[src/rtl/lsu_queued.sv]
// lsu_queued: load/store unit. Local DMEM accesses issue in the same cycle.
// Remote accesses go through a small request FIFO, gated by an
// outstanding-request credit limit. A fence FSM holds every op until all
// remote traffic has retired.
module lsu_queued #(
    parameter int data_width_p  = 32,
    parameter int dmem_size_p   = 1024,
    parameter int queue_depth_p = 4,
    parameter int max_out_p     = 16,
    localparam int mask_w_lp    = data_width_p / 8,
    localparam int dmem_aw_lp   = $clog2(dmem_size_p),
    localparam int cnt_w_lp     = $clog2(max_out_p + 1),
    localparam int req_w_lp     = 2 * data_width_p + mask_w_lp + 11
) (
    input  logic                    clk_i,
    input  logic                    reset_i,
    input  logic                    v_i,
    input  logic                    ld_i,
    input  logic                    st_i,
    input  logic                    amo_i,
    input  logic [1:0]              size_i,
    input  logic [data_width_p-1:0] rs1_i,
    input  logic [data_width_p-1:0] rs2_i,
    input  logic [data_width_p-1:0] offset_i,
    input  logic [4:0]              rd_i,
    input  logic [5:0]              tg_x_cord_i,
    input  logic [4:0]              tg_y_cord_i,
    input  logic                    fence_i,
    output logic                    stall_o,
    output logic                    dmem_v_o,
    output logic                    dmem_w_o,
    output logic [dmem_aw_lp-1:0]   dmem_addr_o,
    output logic [data_width_p-1:0] dmem_data_o,
    output logic [mask_w_lp-1:0]    dmem_mask_o,
    output logic                    remote_v_o,
    input  logic                    remote_ready_i,
    output logic [req_w_lp-1:0]     remote_req_o,
    input  logic                    resp_v_i,
    output logic [cnt_w_lp-1:0]     out_cnt_o,
    output logic                    misalign_o
);
    localparam int ptr_w_lp  = $clog2(queue_depth_p);
    localparam int fcnt_w_lp = $clog2(queue_depth_p + 1);
    localparam logic [data_width_p-1:0] local_lim_lp = data_width_p'(4 * dmem_size_p);

    typedef enum logic {IDLE, DRAIN} state_e;

    // Byte-enable mask: bytes one-hot on the byte lane, halves on the half lane.
    function automatic logic [mask_w_lp-1:0] form_mask(input logic [1:0] size,
                                                       input logic [1:0] bsel);
        logic [mask_w_lp-1:0] m;
        case (size)
            2'd0:    m = mask_w_lp'(1) << bsel;
            2'd1:    m = mask_w_lp'(3) << {bsel[1], 1'b0};
            default: m = '1;
        endcase
        return m;
    endfunction

    // Sub-word store data is replicated across every lane so the mask picks it.
    function automatic logic [data_width_p-1:0] replicate_data(input logic [1:0] size,
                                                               input logic [data_width_p-1:0] d);
        logic [data_width_p-1:0] r;
        case (size)
            2'd0:    r = {mask_w_lp{d[7:0]}};
            2'd1:    r = {(mask_w_lp / 2){d[15:0]}};
            default: r = d;
        endcase
        return r;
    endfunction

    function automatic logic [ptr_w_lp-1:0] ptr_next(input logic [ptr_w_lp-1:0] p);
        return (p == ptr_w_lp'(queue_depth_p - 1)) ? '0 : p + 1'b1;
    endfunction

    logic [data_width_p-1:0] addr;
    logic                    misaligned;
    logic                    tg_local;
    logic                    is_local;
    logic                    remote_cand;
    logic [mask_w_lp-1:0]    mask;
    logic [data_width_p-1:0] store_data;

    logic [req_w_lp-1:0]     fifo_mem [queue_depth_p];
    logic [ptr_w_lp-1:0]     rd_ptr;
    logic [ptr_w_lp-1:0]     wr_ptr;
    logic [fcnt_w_lp-1:0]    fifo_cnt;
    logic [cnt_w_lp-1:0]     out_cnt;
    state_e                  state;

    logic                    mem_op;
    logic                    fifo_empty;
    logic                    fifo_full;
    logic                    deq;
    logic                    enq;
    logic                    resp_dec;
    logic [31:0]             pending;
    logic                    credit_block;
    logic                    drained;
    logic                    drain_busy;
    logic                    accept;

    // Tile-group address: {3'b001, 2'bx, y[4:0], x[5:0], offset[15:0]}.
    assign addr        = rs1_i + offset_i;
    assign misaligned  = ((size_i == 2'd1) & addr[0]) | ((size_i[1]) & (addr[1:0] != 2'b00));
    assign tg_local    = (addr[31:29] == 3'b001) & (addr[21:16] == tg_x_cord_i)
                       & (addr[26:22] == tg_y_cord_i)
                       & ({{(data_width_p-16){1'b0}}, addr[15:0]} < local_lim_lp);
    assign is_local    = ~amo_i & ((addr < local_lim_lp) | tg_local);
    assign remote_cand = ~misaligned & ~is_local;
    assign mask        = form_mask(size_i, addr[1:0]);
    assign store_data  = replicate_data(size_i, rs2_i);

    assign mem_op       = v_i & ~reset_i;
    assign fifo_empty   = (fifo_cnt == '0);
    assign fifo_full    = (fifo_cnt == fcnt_w_lp'(queue_depth_p));
    assign remote_v_o   = ~fifo_empty & ~reset_i;
    assign deq          = remote_v_o & remote_ready_i;
    assign resp_dec     = resp_v_i & (out_cnt != '0);
    assign pending      = 32'(out_cnt) + 32'(fifo_cnt);
    assign credit_block = pending >= 32'(max_out_p);

    // A response landing this cycle on the last credit counts as drained,
    // so the fence releases in the same cycle the response arrives.
    assign drained    = fifo_empty & ((out_cnt == '0) | ((out_cnt == cnt_w_lp'(1)) & resp_v_i));
    assign drain_busy = (state == DRAIN) & ~drained;

    assign stall_o    = mem_op & (drain_busy |
                        (remote_cand & ((fifo_full & ~deq) | credit_block)));
    assign accept     = mem_op & ~stall_o;
    assign enq        = accept & remote_cand;
    assign misalign_o = accept & misaligned;

    assign dmem_v_o    = accept & is_local & ~misaligned;
    assign dmem_w_o    = st_i;
    assign dmem_addr_o = addr[dmem_aw_lp+1:2];
    assign dmem_data_o = store_data;
    assign dmem_mask_o = mask;

    assign remote_req_o = fifo_mem[rd_ptr];
    assign out_cnt_o    = out_cnt;

    // Request storage; contents are don't-care while the slot is empty.
    always_ff @(posedge clk_i) begin
        if (enq) begin
            fifo_mem[wr_ptr] <= {st_i, amo_i, mask, rd_i, size_i, addr[1:0], store_data, addr};
        end
    end

    // FIFO pointers and occupancy; a full FIFO dequeuing accepts in the same cycle.
    always_ff @(posedge clk_i) begin
        if (reset_i) begin
            rd_ptr   <= '0;
            wr_ptr   <= '0;
            fifo_cnt <= '0;
        end else begin
            if (enq) wr_ptr <= ptr_next(wr_ptr);
            if (deq) rd_ptr <= ptr_next(rd_ptr);
            if (enq & ~deq)      fifo_cnt <= fifo_cnt + 1'b1;
            else if (deq & ~enq) fifo_cnt <= fifo_cnt - 1'b1;
        end
    end

    // Outstanding counter: dequeue adds a credit in use, a response frees one.
    always_ff @(posedge clk_i) begin
        if (reset_i) begin
            out_cnt <= '0;
        end else if (deq & ~resp_dec) begin
            out_cnt <= out_cnt + 1'b1;
        end else if (resp_dec & ~deq) begin
            out_cnt <= out_cnt - 1'b1;
        end
    end

    // Fence FSM: enter DRAIN on fence, leave once queue and credits are clear.
    always_ff @(posedge clk_i) begin
        if (reset_i) begin
            state <= IDLE;
        end else begin
            case (state)
                IDLE:    if (fence_i) state <= DRAIN;
                DRAIN:   if (drained) state <= IDLE;
                default: state <= IDLE;
            endcase
        end
    end

endmodule

[config.mk]
export PLATFORM = sky130hd
export DESIGN_NAME = lsu_queued
export DESIGN_NICKNAME = d
export VERILOG_FILES = /design/src/rtl/lsu_queued.sv
export SDC_FILE = /design/constraint.sdc
export NUM_CORES = 1
export LEC_CHECK = 0
export BUFFER_PORTS_ARGS = -buffer_cell sky130_fd_sc_hd__buf_4
export CAP_MARGIN = 25
export CELL_PAD_IN_SITES_DETAIL_PLACEMENT = 2
export CELL_PAD_IN_SITES_GLOBAL_PLACEMENT = 2
export CORE_ASPECT_RATIO = 1.5
export CORE_MARGIN = 4
export CORE_UTILIZATION = 40
export DETAILED_ROUTE_END_ITERATION = 16
export GPL_ROUTABILITY_DRIVEN = 1
export PLACE_DENSITY = 0.86
export SYNTH_ARGS = -nofsm -noshare
export SYNTH_HDL_FRONTEND = slang
export SYNTH_SLANG_ARGS = --single-unit
[constraint.sdc]
create_clock -name clk_i -period 11.1 [get_ports clk_i]
set_clock_uncertainty 0.15 [all_clocks]
set_input_delay 0.555 -clock clk_i [delete_from_list [all_inputs] [get_ports clk_i]]
set_output_delay 0.555 -clock clk_i [all_outputs]
set_load 0.01 [all_outputs]
# Yosys cells after proc, flatten, opt, wreduce, memory -nomap -nowiden
# Memories as Yosys holds them, arrays and structs flattened. A register that Yosys moved wholly into a read port is not among the register bits.
# Cells that the tools add are included.
[op_classes]
reduce_logical = 7
n_mul = 0
bitwise_logic = 42
mux = 15
magnitude_cmp = 3
add_sub_neg = 8
shifts = 2
n_div = 0
eq_ne = 8
[ops]
columns = ["cell", "n"]
rows = [
  ["case mux 32 bit (2 select lines)", 1],
  ["adder 32 bit", 1],
  ["less-than comparator 32 x 13 -> 1 bit (second input constant)", 1],
  ["bitwise AND 1 bit", 26],
  ["less-than comparator 16 x 13 -> 1 bit (second input constant)", 1],
  ["NOT 1 bit", 11],
  ["two-way mux 5 bit", 2],
  ["two-way mux 2 bit", 4],
  ["case mux 4 bit (2 select lines)", 1],
  ["adder 5 x 3 -> 6 bit", 1],
  ["== test 6 bit", 1],
  [">= comparator 6 x 5 -> 1 bit (second input constant)", 1],
  ["two-way mux 3 bit", 2],
  ["nonzero test 2 bit", 3],
  ["adder 5 x 1 -> 5 bit (second input constant)", 1],
  ["== test 5 x 1 -> 1 bit (second input constant)", 1],
  ["== test 5 bit", 1],
  ["zero test 5 bit", 1],
  ["OR 1 bit", 5],
  ["nonzero test 5 bit", 1],
  ["subtractor 5 x 1 -> 5 bit (second input constant)", 1],
  ["adder 2 x 1 -> 2 bit (second input constant)", 2],
  ["== test 2 bit (second input constant)", 2],
  ["two-way mux 1 bit", 4],
  ["10 further kinds", 10],
]
[totals]
latchBits = 0
ram_bits = 316
output_inout_bits = 135
word_cells = 91
n_memories = 1
romBits = 0
reg_bits = 13
input_bits = 123
[mem_list]
columns = ["name", "words", "width", "rd", "rd_ports_with_merged_regs", "wr", "line_no", "text"]
rows = [
  ["fifo_mem", 4, 79, 1, 1, 1, "84", "logic [req_w_lp-1:0] fifo_mem [queue_depth_p];"],
]

# Depth between registers and ports, before layout
[logic_depth]
word_depth = 19
depth_mapped = 19
mapped_depth_nobuf = 19

# Least setup slack after synthesis
# OpenSTA, ideal clock, no wires.
[synth_path]
kind = "input -> register"
start = "input rs1_i[3]"
end = "memory fifo_mem[0][10] (netlist bit) (enable)"
path_buffers = 0
t_required_ns = 10.327
slack_ns = 1.841
arrival_time_ns = 8.486
cell_stages = 11
cell_sequence = "ha_1 and2_1 a221oi_2 a21oi_1 o2111a_1 a2111oi_2 nor3_1 o2111ai_1 nor2_2 o21a_4 nor3b_1"
[synth_between]
elab_chain_cells = 17
word_cells_on_any_way = 21
classes_between = "add/sub (1); order compare (2); eq/ne (3); mux (2); bitwise (13)"
[synth_rtl]
columns = ["item", "line_no", "text"]
rows = [
  ["start, declared", "22", "input logic [data_width_p-1:0] rs1_i,"],
  ["adder 32 bit *", "104", "assign addr = rs1_i + offset_i;"],
  ["net addr[17]", "76", "logic [data_width_p-1:0] addr;"],
  ["parallel branches: the longest is 4 deep, another holds less-than comparator 32 x 13 -> 1 bit", "-", ""],
  ["OR 1 bit *", "109", "assign is_local = ~amo_i & ((addr < local_lim_lp) | tg_local);"],
  ["bitwise AND 1 bit *", "109", ""],
  ["NOT 1 bit *", "110", "assign remote_cand = ~misaligned & ~is_local;"],
  ["bitwise AND 1 bit *", "110", ""],
  ["bitwise AND 1 bit", "129", "(remote_cand & ((fifo_full & ~deq) | credit_block)));"],
  ["OR 1 bit", "128", "assign stall_o = mem_op & (drain_busy |"],
  ["bitwise AND 1 bit", "128", ""],
  ["NOT 1 bit", "130", "assign accept = mem_op & ~stall_o;"],
  ["bitwise AND 1 bit", "130", ""],
  ["bitwise AND 1 bit *", "131", "assign enq = accept & remote_cand;"],
  ["two-way mux 1 bit *", "145", "if (enq) begin"],
  ["two-way mux 1 bit (implied by the code) *", "146", "fifo_mem[wr_ptr] <= {st_i, amo_i, mask, rd_i, size_i, addr[1:0], store_data, addr};"],
  ["end, declared", "84", ""],
]
# Mark *: on every way through the listed nets, which the timed path passes.

# Final worst setup path
[layout_path]
start = "input rs1_i[0]"
end = "output stall_o"
[layout_between]
elab_chain_cells = 12
word_cells_on_any_way = 21
classes_between = "add/sub (1); order compare (2); eq/ne (3); bitwise (14); reduce/logical (1)"
[layout_rtl]
columns = ["item", "line_no", "text"]
rows = [
  ["adder 32 bit *", "104", ""],
  ["parallel branches: the longest is 7 deep, another holds less-than comparator 32 x 13 -> 1 bit", "-", ""],
  ["bitwise AND 1 bit *", "110", ""],
  ["bitwise AND 1 bit *", "129", ""],
  ["OR 1 bit *", "128", ""],
  ["bitwise AND 1 bit *", "128", ""],
  ["end, declared", "29", "output logic stall_o,"],
]
# Every way passes the cells marked *.

==> impl_results.md <==
- Post-CTS Setup Inserts: 0
- Tmin final: 5.53 ns
- Slew Limit Fails: 0
- Crit-path slowest cell: nor4_1
- Post-CTS sizing: 0
- Max-slew headroom: 31.2%
- Synthesized area: 15000 sq um
- Core Rows: 86
- Post-synthesis async set-or-reset flop share: 0%
- Sink Count: 323
- CORE AREA: 36900 sq um
- Final ANT Viol Nets: 0
- HPWL Detailed: 33200 um
- Hold EP: fifo_mem[3][70]
- Area growth from synthesis to layout: 22.5%
- Die Ht: 245 um
- CTS max path bufs: 3
- Clk slew on worst S/H paths: 0.06 ns
- Layout cells sized above 1: 35.1%
- Max incr delay on CP: 0.68 ns
- Pwr/cell area: 202 nW/um^2
- RePlAce Congestion: 0.849
- Tot GR Track Use: 22.0%
- CP Capture Type: output pin
- # DRC: 0
- Post-Synthesis Cells: 958
- Die width: 166 um
- RSZ-0062 raised after global routing: no
- Hold/Removal Path Class: in -> reg
- Setup-failing EPs final: 0
- Endpoints failing hold: 0
- Clk pwr share: 30.2%
- Num CTS Buffers: 30
- Nets: 1367
- CP Data Arrival Time: 4.82 ns
- Psw: 1090 uW
- Sequential Power Share: 41.1%
- Net Sw Frac: 29.4%
- EDFF count, synth: 308
- Number of global-route vias before repair: 10800
- Type of origin of the critical path: input pin
- Initial antenna violation count: 0
- Warnings from Yosys: 0
- Hold Slack: 0.0427 ns
- Reg-to-reg startpoint: out_cnt_o[1]
- Clock Tree Root: clkbuf_16
- Via count: 9569
- #FFs+latches synth: 323
- Syn Area/Cell: 15.7 sq um
- PortBufs: 256
- Ys flop type: edfxtp_1
- First-pass GRT wire length: 68600 um
- DR WL/cell: 27.0 um
- Die area: 40800 sq um
- Worst Hold Launch: rd_i[2]
- H-tree levels: 1
- Peak VDD IR: 118 uV
- Cell variety after synth: 71
- Data required time of the worst path: 10.40 ns
- Hold path cells: 1
- R2R setup slack: 7.26 ns
- ANT cells: 0
- CTS tree: yes
- Syn nets: 1126
- Worst-path fanout max: 8
- Comb pwr share: 28.7%
- Worst-margin pin slew: 1.03 ns
- Setup TNS: 0 ns
- MaxCap Viol Count: 0
- Most used cell, CP: buf_4
- R2R cell count: 13
- Largest net degree at the start of global routing: 52
- DRT Wirelength: 46000 um
- Initial Utilization: 40.7%
- Internal: 2620 uW
- Seq/Total Area, Yosys: 63.6%
- Crit path cell chain: buf_4, ha_1, inv_1, fa_1, nand2b_1, a21oi_2, o21ai_0, a21oi_1, nor2b_1, xnor3_1, or3_1, nor4_1, buf_4, o21a_4, o32ai_1, buf_4
- End of the worst register-to-register path: fifo_cnt[2]
- CP Class: in -> out
- Iter 0 DRT Violations: 585
- Status: completed
- Pre-antenna DRT Iters: 4
- Hold_buf cts: 0
- Leak Pwr: 0.00654 uW
- Vias per Instance: 5.61
- Final Cycle Share: 49.8%
- Fmax: 0.181 GHz
- Num ports: 258
- Global route overflow: 0
- Clock latency on the worst-skew pair: 0.57 ns
[metrics by stage]
step                worst slack [ns]  area, sq um  total power (uW)  util (%)  instances
CTS                             5.47        18400              3760      49.9       1706
global route                    5.31        18400              3900      49.9       1706
floorplan                       1.84        15000              2170         -        958
detailed placement              5.21        17300              2640      47.0       1651
global placement                5.33        17300              2580      47.0       1651
finish                          5.57        18400              3720      49.9       1706
[state kept, by name, indices dropped and copies added (netlist names), named ones only]
name and count:
fifo_mem 308, out_cnt_o 5, fifo_cnt 3, rd_ptr 2, wr_ptr 2, state 1
[power by group through the flow]
stage                     clock network, uW  registers (uW)  logic, uW
after global routing                   1210            1540       1150
final                                  1120            1530       1070
after detailed placement                  0            1560       1080
after CTS                              1140            1530       1090
after global placement                    0            1550       1030
after floorplan                           0            1500        667
[cell type report]
cell class,count,area (sq um)
Sequential cell,323,9560
Multi-Input combinational cell,554,5090
Tap cell,484,606
Clock inverter,21,274
Fill cell,3463,18500
Clock buffer,34,787
Timing Repair Buffer,268,2010
Inverter,22,82.6
[cells in the final DEF (no fill, tap or decap), drive strengths merged, types with 3 or more instances in the layout]
cell type  netlist  layout
edfxtp         308     308
buf             39     268
mux4            77      77
nand2           54      54
a21oi           51      51
nor2            48      48
ha              43      43
o21ai           42      42
clkbuf          20      34
xnor2           27      27
inv             22      22
nor3            17      17
mux2            17      17
xor2            15      15
dfxtp           15      15
clkinv           0      13
a21o            12      12
mux2i           11      11
nand4            9       9
or3              8       8
a211oi           8       8
nor2b            8       8
o211ai           8       8
nand2b           7       7
bufinv           0       7
and2             7       7
o21bai           6       6
nand3            5       5
nor4             5       5
or4              5       5
o21a             5       5
nor3b            5       5
and3             4       4
nand3b           4       4
o311ai           4       4
o32ai            3       3
o31ai            3       3
a31oi            3       3
[synthesized netlist by cell type, types with 3 or more instances]
master,count,area [sq um]
edfxtp_1,308,9250
mux4_2,77,1730
nand2_1,54,203
a21oi_1,50,250
nor2_1,47,176
ha_1,43,538
o21ai_0,38,190
xnor2_1,27,236
buf_4,23,173
inv_1,22,82.6
clkbuf_1,20,75.1
mux2_2,17,191
nor3_1,17,85.1
dfxtp_1,15,300
xor2_1,15,131
a21o_1,12,90.1
mux2i_1,11,110
buf_2,9,45.0
a211oi_1,8,60.1
nand4_1,8,50.1
nor2b_1,8,50.1
or3_1,8,50.1
buf_1,7,26.3
nand2b_1,7,43.8
o211ai_1,7,52.6
o21bai_1,6,45.0
and2_1,5,31.3
nand3_1,5,25.0
nor3b_1,5,37.5
nor4_1,5,31.3
or4_1,5,37.5
and3_1,4,25.0
nand3b_1,4,30.0
o21a_1,4,30.0
o21ai_1,4,20.0
a31oi_1,3,18.8
o31ai_1,3,22.5
o32ai_1,3,26.3
[logic make-up (layout without fill, tap and decap cells)]
logic type | after synthesis | in the layout | share of synthesized area, %
buffers and inverters | 81 | 345 | 2.67
flip-flops | 323 | 323 | 63.6
AO/OA/AOI/OAI | 169 | 169 | 7.38
multiplexers | 105 | 105 | 13.6
XOR/XNOR | 43 | 43 | 2.60
adder cells (fa/ha/maj) | 45 | 45 | 3.85
AND/OR/NAND/NOR | 192 | 192 | 6.38
[worst max-delay path by stage]
stage | cells after the start | end | slack, ns | start
4_1_cts | 14 | stall_o | 5.47 | rs1_i[3]
3_3_place_gp | 19 | fifo_cnt[2] | 5.33 | rs1_i[17]
2_1_floorplan | 11 | fifo_mem[0][10] | 1.84 | rs1_i[3]
3_5_place_dp | 19 | fifo_cnt[2] | 5.21 | rs1_i[3]
6_report | 16 | stall_o | 5.57 | rs1_i[0]
5_1_grt | 14 | stall_o | 5.31 | rs1_i[4]
[critical path: cells and delay by family]
kind / cells / cell delay (ns)
xor+xnor: 1 / 0.21
compound gates: 5 / 1.43
fa+ha+maj: 2 / 0.60
buf+inv: 4 / 0.60
simple gates: 4 / 1.43
[per-layer routing]
layer / up-vias / global-route usage (%) / wire (um)
met3: 87 / 2.56 / 1580
met5: - / 0 / 0
met1: 4952 / 24.7 / 17000
met2: 267 / 42.3 / 25400
met4: 0 / 8.89 / 2000
li1: 4263 / - / -
(Power assumes the default switching activity.)
